$ cat src/rtl/silife_max7219_rx_if.sv
// SPI pin bundle between a MAX7219-style display driver and its receiver model.
interface silife_max7219_rx_if;
    logic i_cs;
    logic i_sck;
    logic i_mosi;
    logic o_dout;

    modport master (output i_cs, output i_sck, output i_mosi, input o_dout);
    modport slave  (input i_cs, input i_sck, input i_mosi, output o_dout);
endinterface

$ cat src/rtl/silife_max7219_rx.sv
// Receiver model of a chain of MAX7219 drivers: shifts SPI words in and decodes
// each device's word into digit/control register state when CS/LOAD rises.
module silife_max7219_rx #(
    parameter int NUM_DEVICES = 4,
    parameter int DEV_W       = (NUM_DEVICES > 1) ? $clog2(NUM_DEVICES) : 1
) (
    input  logic                       clk,
    input  logic                       reset,
    silife_max7219_rx_if.slave         spi,
    input  logic [DEV_W-1:0]           i_rd_dev,
    input  logic [2:0]                 i_rd_row,
    output logic [7:0]                 o_rd_data,
    output logic [4*NUM_DEVICES-1:0]   o_intensity,
    output logic [3*NUM_DEVICES-1:0]   o_scan_limit,
    output logic [8*NUM_DEVICES-1:0]   o_decode,
    output logic [NUM_DEVICES-1:0]     o_shutdown_n,
    output logic [NUM_DEVICES-1:0]     o_test,
    output logic                       o_load,
    output logic                       o_len_err
);
    localparam int SR_W  = 16 * NUM_DEVICES;
    localparam int CNT_W = $clog2(SR_W + 2);
    localparam logic [CNT_W-1:0] CNT_FULL = CNT_W'(SR_W);
    localparam logic [CNT_W-1:0] CNT_SAT  = CNT_W'(SR_W + 1);

    typedef enum logic [1:0] {StIdle, StShift, StLoad} state_e;

    logic r_cs_s1, r_cs_s2, r_cs_h;
    logic r_sck_s1, r_sck_s2, r_sck_h;
    logic r_mosi_s1, r_mosi_s2;
    logic w_sck_rise, w_cs_fall, w_cs_rise, w_shift;

    logic [SR_W-1:0]  r_sr;
    logic [CNT_W-1:0] r_cnt;
    state_e           r_state, w_state_next;

    logic [7:0] r_digit      [NUM_DEVICES][8];
    logic [3:0] r_intensity  [NUM_DEVICES];
    logic [2:0] r_scan_limit [NUM_DEVICES];
    logic [7:0] r_decode     [NUM_DEVICES];
    logic       r_shutdown_n [NUM_DEVICES];
    logic       r_test       [NUM_DEVICES];
    logic [3:0] w_addr       [NUM_DEVICES];
    logic [7:0] w_data       [NUM_DEVICES];
    logic [7:0] r_rd_data;
    logic       r_len_err;

    // Synchronizers reset to the idle bus levels so no edge is seen on release.
    always_ff @(posedge clk) begin
        if (reset) begin
            r_cs_s1   <= 1'b1;
            r_cs_s2   <= 1'b1;
            r_cs_h    <= 1'b1;
            r_sck_s1  <= 1'b0;
            r_sck_s2  <= 1'b0;
            r_sck_h   <= 1'b0;
            r_mosi_s1 <= 1'b0;
            r_mosi_s2 <= 1'b0;
        end else begin
            r_cs_s1   <= spi.i_cs;
            r_cs_s2   <= r_cs_s1;
            r_cs_h    <= r_cs_s2;
            r_sck_s1  <= spi.i_sck;
            r_sck_s2  <= r_sck_s1;
            r_sck_h   <= r_sck_s2;
            r_mosi_s1 <= spi.i_mosi;
            r_mosi_s2 <= r_mosi_s1;
        end
    end

    assign w_sck_rise = r_sck_s2 & ~r_sck_h;
    assign w_cs_fall  = ~r_cs_s2 & r_cs_h;
    assign w_cs_rise  = r_cs_s2 & ~r_cs_h;
    assign w_shift    = w_sck_rise & ~r_cs_s2;

    always_ff @(posedge clk) begin
        if (reset) begin
            r_sr  <= '0;
            r_cnt <= '0;
        end else begin
            if (w_shift) begin
                r_sr <= {r_sr[SR_W-2:0], r_mosi_s2};
            end
            if (w_cs_fall) begin
                r_cnt <= '0;
            end else if (w_shift && r_cnt != CNT_SAT) begin
                r_cnt <= r_cnt + 1'b1;
            end
        end
    end

    always_ff @(posedge clk) begin
        if (reset) begin
            r_state <= StIdle;
        end else begin
            r_state <= w_state_next;
        end
    end

    always_comb begin
        w_state_next = r_state;
        if (w_cs_rise) begin
            w_state_next = StLoad;
        end else begin
            unique case (r_state)
                StIdle:  if (!r_cs_s2) w_state_next = StShift;
                StShift: w_state_next = StShift;
                StLoad:  w_state_next = r_cs_s2 ? StIdle : StShift;
                default: w_state_next = StIdle;
            endcase
        end
    end

    always_comb begin
        o_load = (r_state == StLoad);
    end

    // Device d owns word d counted from the DIN end, so the last word sent is device 0.
    always_comb begin
        for (int d = 0; d < NUM_DEVICES; d++) begin
            w_addr[d] = r_sr[16*d+8 +: 4];
            w_data[d] = r_sr[16*d +: 8];
        end
    end

    always_ff @(posedge clk) begin
        if (reset) begin
            for (int d = 0; d < NUM_DEVICES; d++) begin
                for (int r = 0; r < 8; r++) begin
                    r_digit[d][r] <= '0;
                end
                r_intensity[d]  <= '0;
                r_scan_limit[d] <= '0;
                r_decode[d]     <= '0;
                r_shutdown_n[d] <= 1'b0;
                r_test[d]       <= 1'b0;
            end
        end else if (w_cs_rise) begin
            for (int d = 0; d < NUM_DEVICES; d++) begin
                case (w_addr[d])
                    4'h1, 4'h2, 4'h3, 4'h4, 4'h5, 4'h6, 4'h7, 4'h8:
                        r_digit[d][3'(w_addr[d] - 4'd1)] <= w_data[d];
                    4'h9:    r_decode[d]     <= w_data[d];
                    4'hA:    r_intensity[d]  <= w_data[d][3:0];
                    4'hB:    r_scan_limit[d] <= w_data[d][2:0];
                    4'hC:    r_shutdown_n[d] <= w_data[d][0];
                    4'hF:    r_test[d]       <= w_data[d][0];
                    default: ;
                endcase
            end
        end
    end

    // Frames of the wrong length still latch, but are flagged until reset.
    always_ff @(posedge clk) begin
        if (reset) begin
            r_len_err <= 1'b0;
        end else if (w_cs_rise && r_cnt != CNT_FULL) begin
            r_len_err <= 1'b1;
        end
    end

    always_ff @(posedge clk) begin
        if (reset) begin
            r_rd_data <= '0;
        end else if (int'(i_rd_dev) < NUM_DEVICES) begin
            r_rd_data <= r_digit[i_rd_dev][i_rd_row];
        end else begin
            r_rd_data <= '0;
        end
    end

    for (genvar g = 0; g < NUM_DEVICES; g++) begin : g_flat
        assign o_intensity[4*g +: 4]  = r_intensity[g];
        assign o_scan_limit[3*g +: 3] = r_scan_limit[g];
        assign o_decode[8*g +: 8]     = r_decode[g];
        assign o_shutdown_n[g]        = r_shutdown_n[g];
        assign o_test[g]              = r_test[g];
    end

    assign spi.o_dout = r_sr[SR_W-1];
    assign o_rd_data  = r_rd_data;
    assign o_len_err  = r_len_err;
endmodule

$ cat src/flat_wrapper.sv
// flat-port wrapper written by rule: the top's interface ports become plain ports
module silife_max7219_rx_flat 
#(
    parameter int NUM_DEVICES = 4,
    parameter int DEV_W       = (NUM_DEVICES > 1) ? $clog2(NUM_DEVICES) : 1
)
  (clk, reset, i_rd_dev, i_rd_row, o_rd_data, o_intensity, o_scan_limit, o_decode, o_shutdown_n, o_test, o_load, o_len_err, spi_i_cs, spi_i_sck, spi_i_mosi, spi_o_dout);
  silife_max7219_rx_if spi_i ();
  input  logic clk;
  input  logic reset;
  input  logic [DEV_W-1:0] i_rd_dev;
  input  logic [2:0] i_rd_row;
  output logic [7:0] o_rd_data;
  output logic [4*NUM_DEVICES-1:0] o_intensity;
  output logic [3*NUM_DEVICES-1:0] o_scan_limit;
  output logic [8*NUM_DEVICES-1:0] o_decode;
  output logic [NUM_DEVICES-1:0] o_shutdown_n;
  output logic [NUM_DEVICES-1:0] o_test;
  output logic o_load;
  output logic o_len_err;
  input wire logic [$bits(spi_i.i_cs)-1:0] spi_i_cs;
  input wire logic [$bits(spi_i.i_sck)-1:0] spi_i_sck;
  input wire logic [$bits(spi_i.i_mosi)-1:0] spi_i_mosi;
  output wire logic [$bits(spi_i.o_dout)-1:0] spi_o_dout;
  assign spi_i.i_cs = spi_i_cs;
  assign spi_i.i_sck = spi_i_sck;
  assign spi_i.i_mosi = spi_i_mosi;
  assign spi_o_dout = spi_i.o_dout;
  silife_max7219_rx #(.NUM_DEVICES(NUM_DEVICES), .DEV_W(DEV_W)) u_core (.clk(clk), .reset(reset), .spi(spi_i), .i_rd_dev(i_rd_dev), .i_rd_row(i_rd_row), .o_rd_data(o_rd_data), .o_intensity(o_intensity), .o_scan_limit(o_scan_limit), .o_decode(o_decode), .o_shutdown_n(o_shutdown_n), .o_test(o_test), .o_load(o_load), .o_len_err(o_len_err));
endmodule
$ cat config.mk
export PLATFORM = sky130hd
export DESIGN_NAME = silife_max7219_rx_flat
export DESIGN_NICKNAME = d
export VERILOG_FILES = /design/src/rtl/silife_max7219_rx_if.sv /design/src/rtl/silife_max7219_rx.sv /design/src/flat_wrapper.sv
export SDC_FILE = /design/constraint.sdc
export NUM_CORES = 1
export LEC_CHECK = 0
export ABC_CLOCK_PERIOD_IN_PS = 3000
export CORE_ASPECT_RATIO = 1.2
export CORE_MARGIN = 10
export CORE_UTILIZATION = 42
export CTS_BUF_LIST = sky130_fd_sc_hd__clkbuf_4 sky130_fd_sc_hd__clkbuf_8
export CTS_CLUSTER_DIAMETER = 60
export DETAILED_ROUTE_END_ITERATION = 6
export SYNTH_ARGS = -nofsm -noshare
export SYNTH_HDL_FRONTEND = slang
export SYNTH_SLANG_ARGS = --single-unit
$ cat constraint.sdc
create_clock -name clk -period 3 [get_ports clk]
set_input_delay 0.75 -clock clk [delete_from_list [all_inputs] [get_ports clk]]
set_output_delay 0.75 -clock clk [all_outputs]
set_load 0.01 [all_outputs]
==> results.py, run 1 <==
metrics = {
    "min_path": {
        "hp-class": "flip-flop to flip-flop",
        "worst_hold_startpoint": "u_core.r_cs_s1",
        "hold_depth": 1,
        "hold_path_end": "u_core.r_cs_s2",
    },
    "job": {
        "maxCapViolations": 0,
    },
    "critical_path": {
        "critPathLaunch": "u_core.r_sr[56]",
        "r2r_slack_ns": 0.28,
        "crit_path_start_kind": "flip-flop",
        "rr_startpoint": "u_core.r_sr[56]",
        "path_class": "flip-flop to flip-flop",
        "worstPathRequired_ns": 3.31,
        "reg2regPathDepth": 6,
        "cp-end-kind": "flip-flop",
        "crit_fanout": 16,
        "timing.rr.end": "u_core.r_digit[1][29]",
        "cp.arrival_ns": 3.03,
    },
    "logic_synthesis": {
        "synth_seq_cells": 414,
        "ys_warn_count": 0,
        "synthArstFlopShare_pct": 0,
        "yosysMostFrequentCell": "dfxtp_1",
        "syn_nets": 1647,
        "synthDominantCellAreaShare_pct": 33.4,
        "syn_area_um2": 18400,
        "synth_ff_type": "dfxtp_1",
        "postSynthAreaPerCell_um2": 11.4,
        "synth_top_area_cell": "edfxtp_1",
        "synthCells": 1618,
        "synth.area.top_cells": "edfxtp_1 33%, dfxtp_1 23%, mux4_2 7.8%",
        "synth_edf_count": 204,
        "synth_cell_types": 65,
        "yosys-top-cells-count": "210 x dfxtp_1, 204 x edfxtp_1, 184 x a21oi_1, 148 x nand2_1, 104 x clkbuf_1",
        "ys_seq_area_share_pct": 56.2,
    },
    "clock_network": {
        "clk_pin_slew_worst_paths_ns": 0.07,
        "cts-resized-gates": 0,
        "cts_sinks": 414,
        "cts_tree": "built",
        "cts_root_buffer": "clkbuf_8",
        "clock_latency_ns": 0.62,
        "cts.path.max_buffers": 3,
        "cts_post_setup_buffers_inserted": 0,
        "cts_hold_buf": 0,
        "htreeDepth": 3,
        "cts_made_buffers": 68,
    },
    "outcome": {
        "outcome": "finished, final reports clean",
    },
    "floorplan": {
        "core_area_um2": 43000,
        "dieArea_um2": 52500,
        "start_util_pct": 42.7,
        "fp.dieW_um": 211,
        "ios": 89,
        "rows": 83,
        "dieHeight_um": 249,
    },
    "global_routing": {
        "grt_pass1_vias": 12701,
        "grt_max_degree": 190,
        "grt_pass1_wl_mm": 77.6,
        "grt_use_total_pct": 19.1,
        "antenna_found_initial": 0,
        "grt_overflow": 0,
    },
    "drt": {
        "ant_nets": 0,
        "detailedRoute.firstPassIterationCount": 5,
        "vias": 13176,
        "drcViolationCount": 0,
        "vias_per_cell": 5.80,
        "drtIter0Drc": 1163,
        "post_drt_wl_per_cell_um": 22.5,
        "routed_wl_mm": 51.2,
    },
    "place": {
        "dp_hpwl_mm": 34.4,
        "gp_congestion": 0.860,
        "port-buffer-count": 88,
    },
    "timing": {
        "clock_skew_ns": 0.0380,
        "setup_viol": 0,
        "finalSetupTns_ns": 0,
        "finalMaxSlewViolations": 0,
        "max_freq_mhz": 368,
        "hold_viol_final": 0,
        "max_slew_margin_pct": 24.8,
        "worstMarginPinSlew_ns": 1.13,
        "rsz0062_at_grt": "false",
        "min_period_ns": 2.72,
        "fin_crit_sh_pct": 90.7,
    },
    "finish": {
        "diodes": 0,
        "synthToLayoutAreaGrowth_pct": 14.4,
        "drive_gt1_share_pct": 17.1,
        "regArea_um2": 10300,
        "fillers": 3903,
        "fin_nets": 1698,
        "final_util_pct": 48.9,
        "multiInputGateArea_um2": 7220,
    },
    "power": {
        "ir_worst_vdd_uv": 317,
        "total_leakage_power_nw": 7.37,
        "cellPowerDensity_nw_per_um2": 550,
    },
}
## kinds of logic after synthesis
group / count (synthesis) / share of synthesized area (%)
AND/OR/NAND/NOR: 536 / 16.1
flip-flops: 414 / 56.2
AO/OA/AOI/OAI: 359 / 11.7
buffers and inverters: 182 / 4.50
multiplexers: 98 / 9.78
adder cells (fa/ha/maj): 19 / 1.29
XOR/XNOR: 10 / 0.477
## where the power goes
group	switching, mW	internal [mW]
logic	0.293	0.231
registers	0.0396	6.03
clock network	2.24	2.73
## registers in the layout (all words and copies together) (netlist names), 2 cells and up
| name | flops |
|---|---|
| u_core.o_rd_data | 8 |
| u_core.r_cnt | 7 |
| u_core.r_decode | 32 |
| u_core.r_digit | 256 |
| u_core.r_intensity | 16 |
| u_core.r_scan_limit | 12 |
| u_core.r_shutdown_n | 4 |
| u_core.r_sr | 64 |
| u_core.r_state | 2 |
| u_core.r_test | 4 |
## layout make-up
| type | count | area share (%) |
|---|---|---|
| multi-input cells | 1022 | 34.4 |
| well taps | 552 | 3.29 |
| repair buffers | 145 | 6.41 |
| clock buffers | 104 | 5.92 |
| inverters | 18 | 0.328 |
| flip-flops and latches | 414 | 49.2 |
| clock inverters | 18 | 0.518 |
## critical path, stage by stage, from the launching register on
cell and delay [ns]:
dfxtp_1 0.42, inv_1 0.17, ha_1 0.31, nor3_1 0.45
a21oi_1 0.15, o41a_1 0.54, and2_1 0.37
## worst max-delay path by stage
stage | to | slack [ns] | cells after the start
floorplan | u_core.r_digit[0][32] | 0.56 | 5
global placement | u_core.r_digit[0][35] | 0.29 | 6
detailed placement | u_core.r_digit[0][32] | 0.21 | 6
CTS | u_core.r_digit[1][30] | 0.30 | 7
global route | u_core.r_digit[1][30] | 0.1 | 6
finish | u_core.r_digit[1][29] | 0.28 | 6
## cell usage in the layout, fill, tap and decap left out, types with 7 or more instances in the layout
cell type and instances:
a22oi_1 7, a21oi_1 184, mux2_2 11, clkinv_2 10, and2_1 90, nand3_1 74, edfxtp_1 204, o31ai_1 44
clkinv_1 8, mux4_2 64, inv_1 16, a21o_1 10, nor3_1 7, clkdlybuf4s50_1 84, buf_4 54, nor2_1 26
nand2_1 148, and3_1 62, nor2b_1 21, nand4_1 49, ha_1 19, clkbuf_8 74, o21ai_0 64, dfxtp_1 210
a41o_1 7, clkbuf_4 30, mux2i_1 23, or2_2 12
## per-stage QoR
step	std cells	area, um^2	setup slack (ns)	hold slack [ns]	total power, mW
2_1_floorplan	1618	18400	0.556	0.389	6.49
3_3_place_gp	2151	19700	0.285	0.390	6.71
3_5_place_dp	2151	19700	0.208	0.403	6.71
4_1_cts	2273	21000	0.305	0.417	11.7
5_1_grt	2273	21000	0.0984	0.421	11.9
6_report	2273	21000	0.280	0.414	11.6
## per-layer routing
metal  vias to the layer above  wire, um  GRT usage (%)
li1                       6065         -              -
met1                      6521     21200           24.8
met2                       484     25200           31.2
met3                       106      3070           2.98
met4                         0      1740           8.34
met5                         -         0              0
Note: power is estimated with default switching activity, not from simulation.
==> inputs of run 2 (changes only) <==
Settings changed: CTS_CLUSTER_DIAMETER 60 to default.
==> results of run 2 <==
The final DEF is identical to that of run 1; final timing and power are the same.
